`config.mk`:
```
export PLATFORM = sky130hd
export DESIGN_NAME = press_arbiter
export DESIGN_NICKNAME = d
export VERILOG_FILES = /design/src/rtl/tow_pkg.sv /design/src/rtl/btn_sync.sv /design/src/rtl/press_arbiter.sv
export SDC_FILE = /design/constraint.sdc
export NUM_CORES = 1
export LEC_CHECK = 0
export ABC_AREA = 1
export BUFFER_PORTS_ARGS = -buffer_cell sky130_fd_sc_hd__buf_2
export CAP_MARGIN = 10
export CORE_AREA = 3 3 58 60
export CTS_CLUSTER_DIAMETER = 80
export CTS_CLUSTER_SIZE = 8
export DETAILED_ROUTE_END_ITERATION = 8
export DIE_AREA = 0 0 61 63
export PLACE_DENSITY_LB_ADDON = 0.15
export SLEW_MARGIN = 10
export SYNTH_ARGS = -nofsm -noshare
export SYNTH_HDL_FRONTEND = slang
export SYNTH_SLANG_ARGS = --single-unit
```
`constraint.sdc`:
```
create_clock -name clk -period 1.8 [get_ports clk]
set_clock_uncertainty 0.1 [all_clocks]
set_input_delay 0.27 -clock clk [delete_from_list [all_inputs] [get_ports clk]]
set_output_delay 0.27 -clock clk [all_outputs]
set_load 0.02 [all_outputs]
```
`src/rtl/tow_pkg.sv`:
```
`default_nettype none
// tow_pkg: shared state encoding, player IDs and parameter defaults for the press arbiter.
package tow_pkg;

  typedef enum logic [2:0] {
    IDLE       = 3'd0,
    ARMED      = 3'd1,
    LOCKED     = 3'd2,
    SPEED      = 3'd3,
    SPEED_DONE = 3'd4,
    SPEED_EXIT = 3'd5
  } state_t;

  localparam logic LEFT  = 1'b0;
  localparam logic RIGHT = 1'b1;

  localparam int SPEED_TARGET_DEF = 8;
  localparam int HOLD_TICKS_DEF   = 2;
  localparam int CNT_W_DEF        = 4;

endpackage
`default_nettype wire

```
`src/rtl/btn_sync.sv`:
```
`default_nettype none
// btn_sync: two-flop synchronizer plus rising-edge detect for one raw push button.
module btn_sync (
  input  logic clk,
  input  logic rst,
  input  logic btn,
  output logic press
);

  logic       meta;
  logic       sync;
  logic       prev;
  logic [2:0] ready;

  always_ff @(posedge clk or posedge rst) begin
    if (rst) begin
      meta  <= 1'b0;
      sync  <= 1'b0;
      prev  <= 1'b0;
      ready <= 3'b000;
    end else begin
      meta  <= btn;
      sync  <= meta;
      prev  <= sync;
      ready <= {ready[1:0], 1'b1};
    end
  end

  // Edges are masked until prev holds a real sample, so a button already
  // down when reset releases never looks like a fresh press.
  assign press = sync & ~prev & ready[2];

endmodule
`default_nettype wire

```
`src/rtl/press_arbiter.sv`:
```
`default_nettype none
// press_arbiter: decides the first-press winner of a normal round and the first
// player to reach SPEED_TARGET presses in a speed round.
module press_arbiter
  import tow_pkg::*;
#(
  parameter int SPEED_TARGET = SPEED_TARGET_DEF,
  parameter int HOLD_TICKS   = HOLD_TICKS_DEF,
  parameter int CNT_W        = CNT_W_DEF
) (
  input  logic             clk,
  input  logic             rst,
  input  logic             pb_l,
  input  logic             pb_r,
  input  logic             clear,
  input  logic             speed_round,
  input  logic             slowen256,
  output logic             winrnd,
  output logic             winspeed,
  output logic             speed_exit,
  output logic             winner,
  output logic             tie,
  output logic [CNT_W-1:0] cnt_l,
  output logic [CNT_W-1:0] cnt_r
);

  localparam int HOLD_W = (HOLD_TICKS > 1) ? $clog2(HOLD_TICKS) : 1;
  localparam logic [CNT_W-1:0]  TARGET    = CNT_W'(SPEED_TARGET);
  localparam logic [HOLD_W-1:0] HOLD_LAST = HOLD_W'(HOLD_TICKS - 1);

  state_t            state, state_n;
  logic              press_l, press_r;
  logic              winner_n, tie_n, tie_pri, tie_pri_n;
  logic [CNT_W-1:0]  cnt_l_n, cnt_r_n, inc_l, inc_r;
  logic [HOLD_W-1:0] hold_cnt, hold_n;
  logic              hit_l, hit_r;

  btn_sync u_sync_l (.clk(clk), .rst(rst), .btn(pb_l), .press(press_l));
  btn_sync u_sync_r (.clk(clk), .rst(rst), .btn(pb_r), .press(press_r));

  always_ff @(posedge clk or posedge rst) begin
    if (rst) begin
      state      <= IDLE;
      winner     <= LEFT;
      tie_pri    <= LEFT;
      tie        <= 1'b0;
      cnt_l      <= '0;
      cnt_r      <= '0;
      hold_cnt   <= '0;
      winrnd     <= 1'b0;
      winspeed   <= 1'b0;
      speed_exit <= 1'b0;
    end else begin
      state      <= state_n;
      winner     <= winner_n;
      tie_pri    <= tie_pri_n;
      tie        <= tie_n;
      cnt_l      <= cnt_l_n;
      cnt_r      <= cnt_r_n;
      hold_cnt   <= hold_n;
      winrnd     <= (state_n == LOCKED);
      winspeed   <= (state_n == SPEED_DONE);
      speed_exit <= (state_n == SPEED_EXIT);
    end
  end

  always_comb begin
    state_n   = state;
    winner_n  = winner;
    tie_pri_n = tie_pri;
    tie_n     = 1'b0;
    cnt_l_n   = cnt_l;
    cnt_r_n   = cnt_r;
    hold_n    = hold_cnt;
    // Saturating increments: a counter sitting at the target ignores presses.
    inc_l     = cnt_l + CNT_W'(press_l && (cnt_l != TARGET));
    inc_r     = cnt_r + CNT_W'(press_r && (cnt_r != TARGET));
    hit_l     = (inc_l == TARGET);
    hit_r     = (inc_r == TARGET);

    case (state)
      IDLE: begin
        if (speed_round) begin
          state_n = SPEED;
          cnt_l_n = '0;
          cnt_r_n = '0;
        end else if (!clear) begin
          state_n = ARMED;
        end
      end
      ARMED: begin
        if (speed_round) begin
          state_n = SPEED;
          cnt_l_n = '0;
          cnt_r_n = '0;
        end else if (clear) begin
          state_n = IDLE;
        end else if (press_l || press_r) begin
          state_n = LOCKED;
          if (press_l && press_r) begin
            winner_n  = tie_pri;
            tie_n     = 1'b1;
            tie_pri_n = ~tie_pri;
          end else begin
            winner_n = press_r ? RIGHT : LEFT;
          end
        end
      end
      LOCKED: begin
        if (clear) state_n = IDLE;
      end
      SPEED: begin
        if (!speed_round) begin
          state_n = IDLE;
        end else begin
          cnt_l_n = inc_l;
          cnt_r_n = inc_r;
          if (hit_l || hit_r) begin
            state_n = SPEED_DONE;
            hold_n  = '0;
            if (hit_l && hit_r) begin
              winner_n  = tie_pri;
              tie_n     = 1'b1;
              tie_pri_n = ~tie_pri;
            end else begin
              winner_n = hit_r ? RIGHT : LEFT;
            end
          end
        end
      end
      SPEED_DONE: begin
        if (slowen256) begin
          if (hold_cnt == HOLD_LAST) begin
            state_n = SPEED_EXIT;
            hold_n  = '0;
            cnt_l_n = '0;
            cnt_r_n = '0;
          end else begin
            hold_n = hold_cnt + HOLD_W'(1);
          end
        end
      end
      SPEED_EXIT: state_n = IDLE;
      default:    state_n = IDLE;
    endcase
  end

endmodule
`default_nettype wire

```
Word-level counts from Yosys, hierarchy flattened
Cells that the tools add are included.

operators by class
  divide/modulo/power cells = 0
  muxes and demuxes = 49
  $mul = 0
  shifts and indexed selects = 0
  order comparisons = 0
  $add $sub $neg = 3
  equal/unequal tests = 21
  bitwise logic cells = 7
  reduce and logical (&&, ||, !) cells = 15

operators with widths
  kind                                                                   number
  3-bit two-way mux                                                      10
  1-bit two-way mux                                                      27
  4-bit one-hot mux with 3 select lines                                  2
  4-bit two-way mux                                                      5
  2-bit inequality test, second input constant                           9
  3-bit one-hot mux with 5 select lines                                  1
  3-bit by 2-bit equality test with 1-bit output, second input constant  3
  3-bit equality test, second input constant                             3
  4-bit by 1-bit adder with 4-bit output                                 2
  4-bit equality test, second input constant                             2
  4-bit inequality test, second input constant                           2
  1-bit one-hot mux with 2 select lines                                  4
  8-bit AND reduction                                                    1
  6-bit AND reduction                                                    1
  5-bit AND reduction                                                    1
  1-bit AND                                                              4
  1-bit logical AND                                                      4
  4-bit AND reduction                                                    1
  2-bit nonzero test                                                     2
  3-bit by 1-bit equality test with 1-bit output, second input constant  1
  3-bit zero test                                                        1
  1-bit NOT                                                              3
  3-bit nonzero test                                                     1
  1-bit logical OR                                                       2
  other kinds (3)                                                        3

word-level totals
  latch bits = 0
  memories kept = 0
  RAM bits = 0
  input bits = 7
  ROM bits = 0
  flip-flop bits (word level) = 30
  word-level logic and storage cells = 113

Logic depth before layout (Yosys ltp)
  word-level depth = 11
  depth in mapped cells = 15
  depth with buffers taken out = 15

Cells and area by module
From an unflattened synthesis, not the netlist that was laid out.

second synthesis, totals
  cell total of the unflattened synthesis = 166
  area total of the unflattened synthesis = 1485.2 sq um

modules (own cells, without submodules)
  module         instances  area an instance (sq um)  cells an instance  sequential area each (sq um)
  press_arbiter  1          1149.9                    146                450.4
  btn_sync       2          167.7                     10                 150.1

Worst setup path before layout
Ideal clock, no wire load.

  path kind = flip-flop to flip-flop
  start = reg cnt_r[3]
  end = reg tie_pri
  stages on the path, launching flop included = 14
  data required time = 1.583 ns
  slack = -0.307 ns
  setup time = 0.117 ns
  clock period less this slack = 2.107 ns
  arrival = 1.890 ns
  path through = dfrtp_1 -> inv_1 -> nor3_1 -> a21oi_1 -> ha_1 -> ha_1 -> nor2_1 -> nand3_1 -> nor2_1 -> nand2_1 -> nand2_1 -> nand3_1 -> nand2_1 -> nand2_1

on the way
  word-level cells in the longest chain between the ends = 7
  elaborated cells between the ends (all ways) = 9
  classes of those cells = add/sub: 1; eq/ne: 4; reduce/logical: 4

ends and longest elaborated chain
  what                                                          RTL line                                    RTL
  from (decl)                                                   press_arbiter.sv:24                         output logic [CNT_W-1:0] cnt_r
  from (signal assigned)                                        press_arbiter.sv:59                         cnt_r <= cnt_r_n;
  4-bit inequality test                                         press_arbiter.sv:77                         inc_r = cnt_r + CNT_W'(press_r && (cnt_r != TARGET));
  1-bit logical AND                                             press_arbiter.sv:77
  4-bit by 1-bit adder with 4-bit output *                      press_arbiter.sv:77
  4-bit equality test *                                         press_arbiter.sv:79                         hit_r = (inc_r == TARGET);
  1-bit logical AND / 1-bit logical OR (equally long branches)  press_arbiter.sv:121, press_arbiter.sv:118
  2-bit inequality test (no source line)                        n/a
  8-bit AND reduction (no source line) *                        n/a
  to (signal assigned)                                          press_arbiter.sv:56                         tie_pri <= tie_pri_n;
  to (decl)                                                     press_arbiter.sv:33                         logic winner_n, tie_n, tie_pri, tie_pri_n;

Every way passes the cells marked *; elsewhere a longest branch is shown, timed or not.
A chain may end at the register's enable or synchronous reset.

Worst setup path after layout
  start = reg u_sync_l.prev
  end = reg tie_pri

on the way
  word-level cells in the longest chain between the ends = 9
  elaborated cells between the ends (all ways) = 15
  classes of those cells = add/sub: 1; eq/ne: 5; bitwise: 3; reduce/logical: 6

ends and longest elaborated chain
  what                                                          RTL line                                    RTL
  from (decl)                                                   btn_sync.sv:12                              logic prev;
  from (signal assigned)                                        btn_sync.sv:24                              prev <= sync;
  1-bit NOT *                                                   btn_sync.sv:31                              assign press = sync & ~prev & ready[2];
  1-bit AND * (2 in a row)                                      btn_sync.sv:31
  1-bit logical AND                                             press_arbiter.sv:76                         inc_l = cnt_l + CNT_W'(press_l && (cnt_l != TARGET));
  4-bit by 1-bit adder with 4-bit output                        press_arbiter.sv:76
  4-bit equality test                                           press_arbiter.sv:78                         hit_l = (inc_l == TARGET);
  1-bit logical AND / 1-bit logical OR (equally long branches)  press_arbiter.sv:121, press_arbiter.sv:118
  2-bit inequality test (no source line)                        n/a
  8-bit AND reduction (no source line) *                        n/a

Marked as above.

==> key figures <==
Run status
  • Status: finished, violations left
  • Failing checks: setup timing

Die
  • Rows: 20
  • Initial core utilization: 0.476
  • Die Ht: 63 um
  • Ports: 20
  • Area of the core: 2980 um2
  • Die area: 3840 um2
  • DIE WIDTH: 61 um

Synthesis
  • FF+latch count, synth: 27
  • Warnings, synthesis: 0
  • Main synth FF type: dfrtp_1
  • Post-synthesis compound-gate area fraction: 0.0962
  • Seq/Total Area, Yosys: 0.477
  • Adder-Cell Fraction of Synth Area: 0.0353
  • XOR/XNOR Fraction of Synth Area: 0
  • Proportion of synthesized area in mux cells: 0
  • Unique cell type count in the Yosys netlist: 23
  • Mapped Nets: 191
  • Largest family of logic cells by synthesized area: simple AND/OR/NAND/NOR gates
  • Asr flop ratio synth: 1.00
  • Post-synth EDFFs: 0
  • Syn avg cell area: 7.88 um2
  • Synth Area in Simple Gates: 0.320
  • Synth Instances: 180
  • Cell area after synthesis: 1420 um2

Drt
  • Drt first-iter violations: 93
  • DR vias: 1385
  • Post-route ant nets: 0
  • Drt drc: 0
  • Avg WL per Cell: 13.2 um
  • Initial DRT Pass Iterations: 4
  • Number of vias per cell: 5.25
  • Routed wire length: 3470 um

Power and ir drop
  • Flop pwr share: 0.398
  • Comb pwr share: 0.444
  • VDD IR-drop max: 0.545 mV
  • Sw frac: 0.416
  • Clock network fraction of total power: 0.158
  • Leak: 0.993 nW
  • Pwr per Cell Area: 922 nW/um2
  • NetSw: 0.000759 W
  • Int Power: 0.00107 W

Min path
  • Hold Crit Class: input port to register

STA
  • Crit share post-route: 1.16
  • Post-route minimum period: 2.09 ns
  • Final hold vios: 0
  • PnR worst setup slack: -0.294 ns
  • Endpoints failing setup: 11
  • Unrepaired setup endpoints after global routing: true
  • Max-slew violation count: 0
  • Highest Clock Rate: 0.478 GHz
  • Post-route setup TNS: -2.19 ns

Worst setup path
  • Setup Crit Path Kind: register to register
  • CP max FO: 3
  • CP Data Required Time: 1.96 ns
  • Setup crit start kind: register
  • Critical Path Sink Type: register
  • Worst EP arrival: 2.25 ns

Clock tree
  • CTS sink count: 27
  • Root Buffer: clkbuf_4
  • CTS clock-pin slew for the worst setup and hold paths: 0.16 ns
  • Clock latency on the worst-skew pair: 0.34 ns
  • CTS Buffer Depth: 2
  • CTS tree: built
  • Number of buffers created by CTS: 3
  • Number of H-tree levels: 1

Global routing
  • Pin count of the biggest net entering global routing: 28
  • GRT Overall Usage: 0.186
  • Gr ovfl total: 0
  • Vias in the first global route: 1334
  • Antenna violations before repair: 0
  • First-pass GRT wire length: 5440 um

Placed design
  • Post-DP Area: 1770 um2
  • Port Buffers: 19
  • Routability cong.: 0.853
  • Dpl hpwl: 2310 um

Job
  • MaxCap Viol Count: 0

Layout
  • Nets: 243
  • Antenna diodes: 0
  • Area grow syn2layout: 39.6%
  • Final Instance Area: 1980 um2
  • Layout cells sized above 1: 0.437
synthesized netlist by cell type, types with 2 or more instances:
cell type / instances / area [um2]
nand2_1: 57 / 214
dfrtp_1: 27 / 676
inv_1: 19 / 71.3
nor2_1: 17 / 63.8
nand3_1: 12 / 60.1
o21ai_0: 11 / 55.1
a21oi_1: 6 / 30.0
nand4_1: 6 / 37.5
ha_1: 4 / 50.1
inv_2: 3 / 11.3
nand3b_1: 3 / 22.5
nor3_1: 3 / 15.0
o21ai_2: 2 / 17.5
cell usage in the layout (no fill, tap or decap), drive strengths merged, types with 4 or more instances in the layout:
| master | instances |
|---|---|
| o21ai | 13 |
| dfrtp | 27 |
| nand4 | 6 |
| a21oi | 6 |
| ha | 4 |
| inv | 22 |
| nor3 | 4 |
| buf | 46 |
| nor2 | 18 |
| nand3 | 12 |
| nand2 | 58 |
metrics by stage:
stage | cells | hold slack [ns] | total power (W) | setup slack (ns) | util
after floorplan | 180 | 0.201 | 0.00126 | -0.127 | -
after global placement | 252 | 0.233 | 0.00139 | -0.270 | 0.594
after detailed placement | 252 | 0.235 | 0.00141 | -0.311 | 0.594
after CTS | 261 | 0.179 | 0.00172 | -0.292 | 0.627
after global routing | 264 | 0.225 | 0.00194 | -0.414 | 0.665
final | 264 | 0.201 | 0.00183 | -0.294 | 0.665
sequential cells by signal, summed over array words and instances (netlist names):
register,flops
cnt_l,4
cnt_r,4
state,3
u_sync_l.ready,3
hold_cnt,1
speed_exit,1
tie,1
tie_pri,1
u_sync_l.meta,1
u_sync_l.prev,1
u_sync_l.sync,1
u_sync_r.meta,1
u_sync_r.prev,1
u_sync_r.sync,1
winner,1
winrnd,1
winspeed,1
area by class of cell:
| class | instances | area, um2 |
|---|---|---|
| Fill cell | 253 | 998 |
| Multi-Input combinational cell | 129 | 796 |
| Sequential cell | 27 | 686 |
| Timing Repair Buffer | 49 | 344 |
| Inverter | 22 | 82.6 |
| Tap cell | 33 | 41.3 |
| Clock buffer | 3 | 22.5 |
| Clock inverter | 1 | 7.51 |
power by group through the flow:
stage	combinational, W	sequential, W	clock, W
3_5_place_dp	0.000674	0.000734	0
3_3_place_gp	0.000659	0.000732	0
2_1_floorplan	0.000503	0.000761	0
4_1_cts	0.000705	0.000722	0.000296
6_report	0.000810	0.000727	0.000288
5_1_grt	0.000886	0.000732	0.000322
path summary, 6_finish.rpt:
| path | end | slack, ns | startpoint | depth (start not counted) |
|---|---|---|---|---|
| max | tie_pri | -0.29 | u_sync_l.prev | 14 |
| min | speed_exit | 0.20 | slowen256 | 5 |
| max reg2reg | tie_pri | -0.29 | u_sync_l.prev | 14 |
| min reg2reg | u_sync_l.sync | 0.27 | u_sync_l.meta | 0 |
| max in group asynchronous | cnt_r[0] | 0.94 | rst | 4 |
| min in group asynchronous | hold_cnt | 0.39 | rst | 4 |
layer usage:
layer / routed length (um) / track usage
met5: 0 / 0
met4: 105 / 0.0759
met3: 125 / 0.0351
met2: 1780 / 0.321
met1: 1470 / 0.217
worst max-delay path: stages, from the launching register on:
cell and delay (ns):
dfrtp_1 0.38, nand3b_1 0.20, a31oi_1 0.21, ha_2 0.24
buf_4 0.12, buf_6 0.10, nand3_4 0.08, nand2_1 0.08
nand2_1 0.08, nor2_2 0.10, nand2_1 0.07, nand2_1 0.08
nand3_1 0.06, nand2_1 0.06, nand2_1 0.05
cell families after synthesis:
logic type	count (synthesis)
and+or+nand+nor	102
DFF	27
buffers and inverters	24
AOI/OAI and AO/OA	22
adders and majority gates	4
other	1
what timing repair did:
item / CTS / global route
gates cloned: 0 / 0
hold buffers: 3 / 0
setup endpoints to repair: 11 / 12
pin swaps: 6 / 17
resized for setup: 8 / 22
endpoints found under the hold margin: 29 / 0
setup buffers: 2 / 3
No activity file was read; power rests on OpenSTA's default activity.
